File: src/rtl/spi_xfer_ctrl.sv
// Transaction sequencer feeding spi_master: command in, TX FIFO to byte starts, RX bytes out, chip select.
// Optional byte watchdog enabled by defining SPI_XFER_TIMEOUT_EN.
module spi_xfer_ctrl #(
    parameter int LEN_W        = 8,
    parameter int FIFO_DEPTH   = 4,
    parameter int CS_SETUP_CYC = 2,
    parameter int CS_HOLD_CYC  = 2,
    parameter int GAP_CYC      = 2,
    parameter int TIMEOUT_CYC  = 1024
) (
    input  logic             i_clk,
    input  logic             i_rst,
    input  logic             i_cmd_valid,
    output logic             o_cmd_ready,
    input  logic [LEN_W-1:0] i_cmd_len,
    input  logic             i_cmd_mlb,
    input  logic [1:0]       i_cmd_cdiv,
    input  logic             i_tx_valid,
    output logic             o_tx_ready,
    input  logic [7:0]       i_tx_data,
    output logic             o_rx_valid,
    input  logic             i_rx_ready,
    output logic [7:0]       o_rx_data,
    output logic             o_busy,
    output logic             o_err,
    output logic             o_ss_n,
    output logic             o_m_start,
    output logic [7:0]       o_m_tdat,
    output logic             o_m_mlb,
    output logic [1:0]       o_m_cdiv,
    input  logic             i_m_done,
    input  logic [7:0]       i_m_rdata
);

    localparam int PTR_W   = $clog2(FIFO_DEPTH);
    localparam int SEQ_MAX = (CS_SETUP_CYC > CS_HOLD_CYC) ? CS_SETUP_CYC : CS_HOLD_CYC;
    localparam int GAP_MAX = (SEQ_MAX > GAP_CYC) ? SEQ_MAX : GAP_CYC;
    localparam int CNT_MAX = (GAP_MAX > TIMEOUT_CYC) ? GAP_MAX : TIMEOUT_CYC;
    localparam int CNT_W   = $clog2(CNT_MAX + 1);

    typedef enum logic [2:0] {
        S_IDLE,
        S_CS_SETUP,
        S_LOAD,
        S_WAIT_DONE,
        S_GAP,
        S_CS_HOLD
    } state_t;

    state_t             r_state;
    state_t             w_state_next;
    logic [CNT_W-1:0]   r_cnt;
    logic [LEN_W:0]     r_byte_idx;
    logic [LEN_W-1:0]   r_len;
    logic               r_done_q;
    logic [7:0]         r_fifo [FIFO_DEPTH];
    logic [PTR_W-1:0]   r_wr_ptr;
    logic [PTR_W-1:0]   r_rd_ptr;
    logic [PTR_W:0]     r_count;
    logic               r_ss_n;
    logic               r_m_start;
    logic [7:0]         r_m_tdat;
    logic               r_m_mlb;
    logic [1:0]         r_m_cdiv;
    logic               r_rx_valid;
    logic [7:0]         r_rx_data;

    logic w_done_rise;
    logic w_push;
    logic w_pop;
    logic w_last;
    logic w_cmd_accept;
`ifdef SPI_XFER_TIMEOUT_EN
    logic w_timeout;
    logic r_err;
`endif

    assign w_done_rise  = i_m_done & ~r_done_q;
    assign w_push       = i_tx_valid & o_tx_ready;
    assign w_last       = (r_byte_idx == {1'b0, r_len});
    assign w_cmd_accept = (r_state == S_IDLE) & i_cmd_valid;

    assign o_cmd_ready = (r_state == S_IDLE) & ~i_rst;
    assign o_tx_ready  = (r_count != (PTR_W+1)'(FIFO_DEPTH));
    assign o_busy      = (r_state != S_IDLE);
    assign o_ss_n      = r_ss_n;
    assign o_m_start   = r_m_start;
    assign o_m_tdat    = r_m_tdat;
    assign o_m_mlb     = r_m_mlb;
    assign o_m_cdiv    = r_m_cdiv;
    assign o_rx_valid  = r_rx_valid;
    assign o_rx_data   = r_rx_data;

    // A byte is launched only when data is available and the previous RX byte has been taken.
    always_comb begin
        w_state_next = r_state;
        w_pop        = 1'b0;
`ifdef SPI_XFER_TIMEOUT_EN
        w_timeout    = 1'b0;
`endif
        case (r_state)
            S_IDLE:      if (i_cmd_valid) w_state_next = S_CS_SETUP;
            S_CS_SETUP:  if (r_cnt == CNT_W'(CS_SETUP_CYC - 1)) w_state_next = S_LOAD;
            S_LOAD: begin
                if ((r_count != '0) && !r_rx_valid) begin
                    w_pop        = 1'b1;
                    w_state_next = S_WAIT_DONE;
                end
            end
            S_WAIT_DONE: begin
                if (w_done_rise) begin
                    w_state_next = w_last ? S_CS_HOLD : S_GAP;
                end
`ifdef SPI_XFER_TIMEOUT_EN
                else if (r_cnt == CNT_W'(TIMEOUT_CYC - 1)) begin
                    w_timeout    = 1'b1;
                    w_state_next = S_CS_HOLD;
                end
`endif
            end
            S_GAP:       if (r_cnt == CNT_W'(GAP_CYC - 1)) w_state_next = S_LOAD;
            S_CS_HOLD:   if (r_cnt == CNT_W'(CS_HOLD_CYC - 1)) w_state_next = S_IDLE;
            default:     w_state_next = S_IDLE;
        endcase
    end

    always_ff @(posedge i_clk) begin
        if (i_rst) begin
            r_state    <= S_IDLE;
            r_cnt      <= '0;
            r_byte_idx <= '0;
            r_len      <= '0;
            r_done_q   <= 1'b0;
            r_wr_ptr   <= '0;
            r_rd_ptr   <= '0;
            r_count    <= '0;
            r_ss_n     <= 1'b1;
            r_m_start  <= 1'b0;
            r_m_tdat   <= '0;
            r_m_mlb    <= 1'b0;
            r_m_cdiv   <= '0;
            r_rx_valid <= 1'b0;
            r_rx_data  <= '0;
        end else begin
            r_state   <= w_state_next;
            r_cnt     <= (w_state_next != r_state) ? '0 : r_cnt + CNT_W'(1);
            r_done_q  <= i_m_done;
            r_m_start <= w_pop;
            r_ss_n    <= (w_state_next == S_IDLE);

            if (w_cmd_accept) begin
                r_len      <= i_cmd_len;
                r_m_mlb    <= i_cmd_mlb;
                r_m_cdiv   <= i_cmd_cdiv;
                r_byte_idx <= '0;
            end

            if (w_pop) r_m_tdat <= r_fifo[r_rd_ptr];

            if ((r_state == S_WAIT_DONE) && w_done_rise) begin
                r_rx_data  <= i_m_rdata;
                r_rx_valid <= 1'b1;
                r_byte_idx <= r_byte_idx + (LEN_W+1)'(1);
            end else if (r_rx_valid && i_rx_ready) begin
                r_rx_valid <= 1'b0;
            end

            // A watchdog flush discards stale bytes but keeps a push landing in the same cycle.
            r_wr_ptr <= r_wr_ptr + PTR_W'(w_push);
`ifdef SPI_XFER_TIMEOUT_EN
            if (w_timeout) begin
                r_rd_ptr <= r_wr_ptr;
                r_count  <= (PTR_W+1)'(w_push);
            end else
`endif
            begin
                r_rd_ptr <= r_rd_ptr + PTR_W'(w_pop);
                r_count  <= r_count + (PTR_W+1)'(w_push) - (PTR_W+1)'(w_pop);
            end
        end
    end

    always_ff @(posedge i_clk) begin
        if (w_push) r_fifo[r_wr_ptr] <= i_tx_data;
    end

`ifdef SPI_XFER_TIMEOUT_EN
    always_ff @(posedge i_clk) begin
        if (i_rst)             r_err <= 1'b0;
        else if (w_cmd_accept) r_err <= 1'b0;
        else if (w_timeout)    r_err <= 1'b1;
    end
    assign o_err = r_err;
`else
    assign o_err = 1'b0;
`endif

endmodule

File: config.mk
export PLATFORM = sky130hd
export DESIGN_NAME = spi_xfer_ctrl
export DESIGN_NICKNAME = d
export VERILOG_FILES = /design/src/rtl/spi_xfer_ctrl.sv
export SDC_FILE = /design/constraint.sdc
export NUM_CORES = 1
export LEC_CHECK = 0
export ABC_CLOCK_PERIOD_IN_PS = 7550
export BUFFER_PORTS_ARGS = -buffer_cell sky130_fd_sc_hd__buf_4
export CAP_MARGIN = 20
export CELL_PAD_IN_SITES_DETAIL_PLACEMENT = 2
export CELL_PAD_IN_SITES_GLOBAL_PLACEMENT = 2
export CORE_MARGIN = 10
export CORE_UTILIZATION = 39
export DETAILED_ROUTE_END_ITERATION = 7
export PLACE_DENSITY_LB_ADDON = 0.1
export SETUP_SLACK_MARGIN = 0.15
export SYNTH_ARGS = -nofsm -noshare
export SYNTH_HDL_FRONTEND = slang
export SYNTH_SLANG_ARGS = --single-unit
File: constraint.sdc
create_clock -name i_clk -period 7.55 [get_ports i_clk]
set_input_delay 0.755 -clock i_clk [delete_from_list [all_inputs] [get_ports i_clk]]
set_output_delay 0.755 -clock i_clk [all_outputs]
set_load 0.02 [all_outputs]
==> metrics.md <==
| Metric | Value |
|---|---|
| Top post-synthesis cells by area | `dfxtp_1 (31%), edfxtp_1 (25%), nand2_1 (5.2%)` |
| Synthesized Nets | `400` |
| Largest area contributor in the netlist | `dfxtp_1` |
| Async SR Flop Fraction | `0%` |
| Hold Fails Final Rpt | `0` |
| Post-Route WL | `10.03 mm` |
| Post-synth EDFFs | `32` |
| Met3 global-route usage | `4.700%` |
| Worst-Margin Slew | `0.9411 ns` |
| Critical path type | `reg2reg` |
| Crit Path Max Fanout | `10` |
| Maximum clock rate | `355.6 MHz` |
| Number of core rows | `36` |
| Cells after Synth | `359` |
| Clock Path Buffers | `2` |
| PwrDens | `234.4 nW/um^2` |
| Filler cell count | `1066` |
| Die footprint | `14440 sq um` |
| Ant diodes | `0` |
| Die Ht | `120.2 um` |
| Die extent in x | `120.2 um` |
| Outcome | `finished clean` |
| Gr usage total | `14.48%` |
| Post-cts sizing count | `0` |
| Drt via density | `5.080` |
| Clk pin slew, worst setup/hold paths | `0.10 ns` |
| Initial core utilization | `40.04%` |
| Syn. warnings | `0` |
| Gr busiest metal | `met2` |
| Required time of the critical path | `7.81 ns` |
| CTS root buffer | `clkbuf_8` |
| Clk sink count | `93` |
| Slew margin rel. | `37.03%` |
| Drt pass-1 iters | `4` |
| Placed cells | `534` |
| Worst path arrival time | `3.07 ns` |
| CP startpoint kind | `flop` |
| Vias in the first global route | `3141` |
| Hold Crit Class | `reg2reg` |
| Area grow syn2layout | `17.97%` |
| Final Skew | `0.01334 ns` |
| Final core utilization | `47.24%` |
| Final setup viols | `0` |
| HPWL after DPL | `7.416 mm` |
| Input/output buffers | `57` |
| Post-DRT Antenna Nets | `0` |
| Layout cells sized above 1 | `25.66%` |
| Fin Hold WS | `0.4630 ns` |
| Period minus WS final | `2.812 ns` |
| Peak supply drop | `0.1468 mV` |
| Setup crit end kind | `flop` |
| Setup TNS | `0 ns` |
| First-pass GRT wire length | `16.62 mm` |
| Via Count | `2794` |
| Leak | `1.747 nW` |
| Post-CTS Setup Inserts | `0` |
| Largest net degree at the start of global routing | `55` |
| Top_reg_cell synth | `dfxtp_1` |
| DRC Markers | `0` |
| Non-Filler Instances | `550` |
| Netlist cell types | `48` |
| Max-slew violations | `0` |
| Core Area | `9774 sq um` |
| Placer congestion estimate | `0.7905` |
| Global route total overflow | `0` |
| Routed len/inst | `18.23 um` |
| Antenna violations before repair | `0` |
| Final Cycle Share | `37.24%` |
| Clock latency on the worst-skew pair | `0.38 ns` |
| Yosys reg bits | `93` |
| Num CTS Buffers | `9` |
| Avg Inst Size Synth | `10.90 sq um` |
| I/O Pins | `59` |
| Hold buffers post-CTS | `0` |
| H-tree levels | `3` |
| Fin nets | `453` |
| M1 GR Usage | `16.09%` |
| CTS tree | `built` |
| RSZ-0062 raised after global routing | `false` |
| Synth top area share | `31.20%` |
| Starting DRT DRC Count | `93` |
| GRT met2 Usage | `25.52%` |
| Max_cap viols | `0` |
| Total chip power | `1.082 mW` |
| Synthesized area | `3914 sq um` |
| Sequential fraction of the synthesis area | `55.75%` |
-- flip-flops by register name, indices dropped and copies added, names as in the netlist --
name        flops
o_m_cdiv        2
o_m_mlb         1
o_m_start       1
o_m_tdat        8
o_rx_data       8
o_rx_valid      1
o_ss_n          1
r_byte_idx      9
r_cnt          11
r_count         3
r_done_q        1
r_fifo         32
r_len           8
r_rd_ptr        2
r_state         3
r_wr_ptr        2
-- metal layers --
metal	share of wire, %	vias to the layer above
li1	-	1359
met1	42	1377
met4	1.5	0
met3	4.6	11
met2	52	47
met5	0	-
-- worst max-delay path: stages, from the launching register on --
cell      delay (ns)
dfxtp_1         0.60
nand2b_4        0.16
or4_4           0.55
clkinv_8        0.12
ha_1            0.23
inv_1           0.06
ha_1            0.13
inv_1           0.05
fa_1            0.39
xor2_1          0.19
xnor2_1         0.14
nor2_1          0.06
-- through the flow --
step,setup slack [ns],area (sq um)
6_report,4.738,4617
5_1_grt,4.547,4617
4_1_cts,4.702,4617
3_5_place_dp,4.731,4423
3_3_place_gp,4.885,4423
2_1_floorplan,4.997,3914
-- power by group --
part           internal (mW)  leakage [nW]  switching, mW
Combinational         0.0721         0.861         0.0951
Clock                  0.130        0.0977          0.200
Sequential             0.556         0.789         0.0285
Total                  0.759          1.75          0.324
-- area by class of cell --
| cell class | count | area, sq um | share of cell area, % |
|---|---|---|---|
| inverters | 10 | 50.05 | 1.084 |
| clock buffers | 9 | 123.9 | 2.683 |
| flip-flops and latches | 93 | 2182 | 47.26 |
| well taps | 133 | 166.4 | 3.604 |
| multi-input cells | 238 | 1574 | 34.09 |
| clock inverters | 7 | 70.07 | 1.518 |
| repair buffers | 60 | 450.4 | 9.756 |
-- synthesized netlist by cell type (5+ instances only) --
cell	count
and3_1	5
nand4_1	8
inv_1	9
nor3_1	9
xor2_1	16
dfxtp_1	61
nand3_1	7
clkbuf_1	7
ha_1	7
nor2_1	28
nand2_1	54
mux4_2	8
a21oi_1	29
edfxtp_1	32
xnor2_1	7
a21oi_2	8
nand2_2	8
o21ai_0	5
-- kinds of logic (layout without fill, tap and decap cells) --
family / count (synthesis) / after routing / share of synthesized area, %
AO/OA/AOI/OAI: 50 / 50 / 7.801
XOR/XNOR: 23 / 23 / 5.147
adder cells (fa/ha/maj): 8 / 8 / 2.749
buffers and inverters: 28 / 86 / 4.028
flip-flops: 93 / 93 / 55.75
multiplexers: 11 / 11 / 5.435
other: 1 / 1 / 0.09582
AND/OR/NAND/NOR: 145 / 145 / 18.99
-- layout by cell type, fill, tap and decap left out, types with 8 or more instances in the layout --
| cell type | n |
|---|---|
| a21oi_1 | 29 |
| nor2_1 | 28 |
| mux4_2 | 8 |
| clkbuf_8 | 9 |
| nand4_1 | 8 |
| xor2_1 | 16 |
| nand2_1 | 54 |
| a21oi_2 | 8 |
| nand2_2 | 8 |
| edfxtp_1 | 32 |
| inv_1 | 9 |
| nor3_1 | 9 |
| buf_4 | 60 |
| dfxtp_1 | 61 |
-- worst paths after layout --
path,to,slack (ns),cells after the start,from
hold reg to reg,o_m_cdiv[0],0.46,2,o_m_cdiv[0]
hold / removal,o_m_cdiv[0],0.46,2,o_m_cdiv[0]
setup / recovery,r_count[2],4.74,11,r_state[1]
setup reg to reg,r_count[2],4.74,11,r_state[1]
Power figures use the tool's default switching activity.
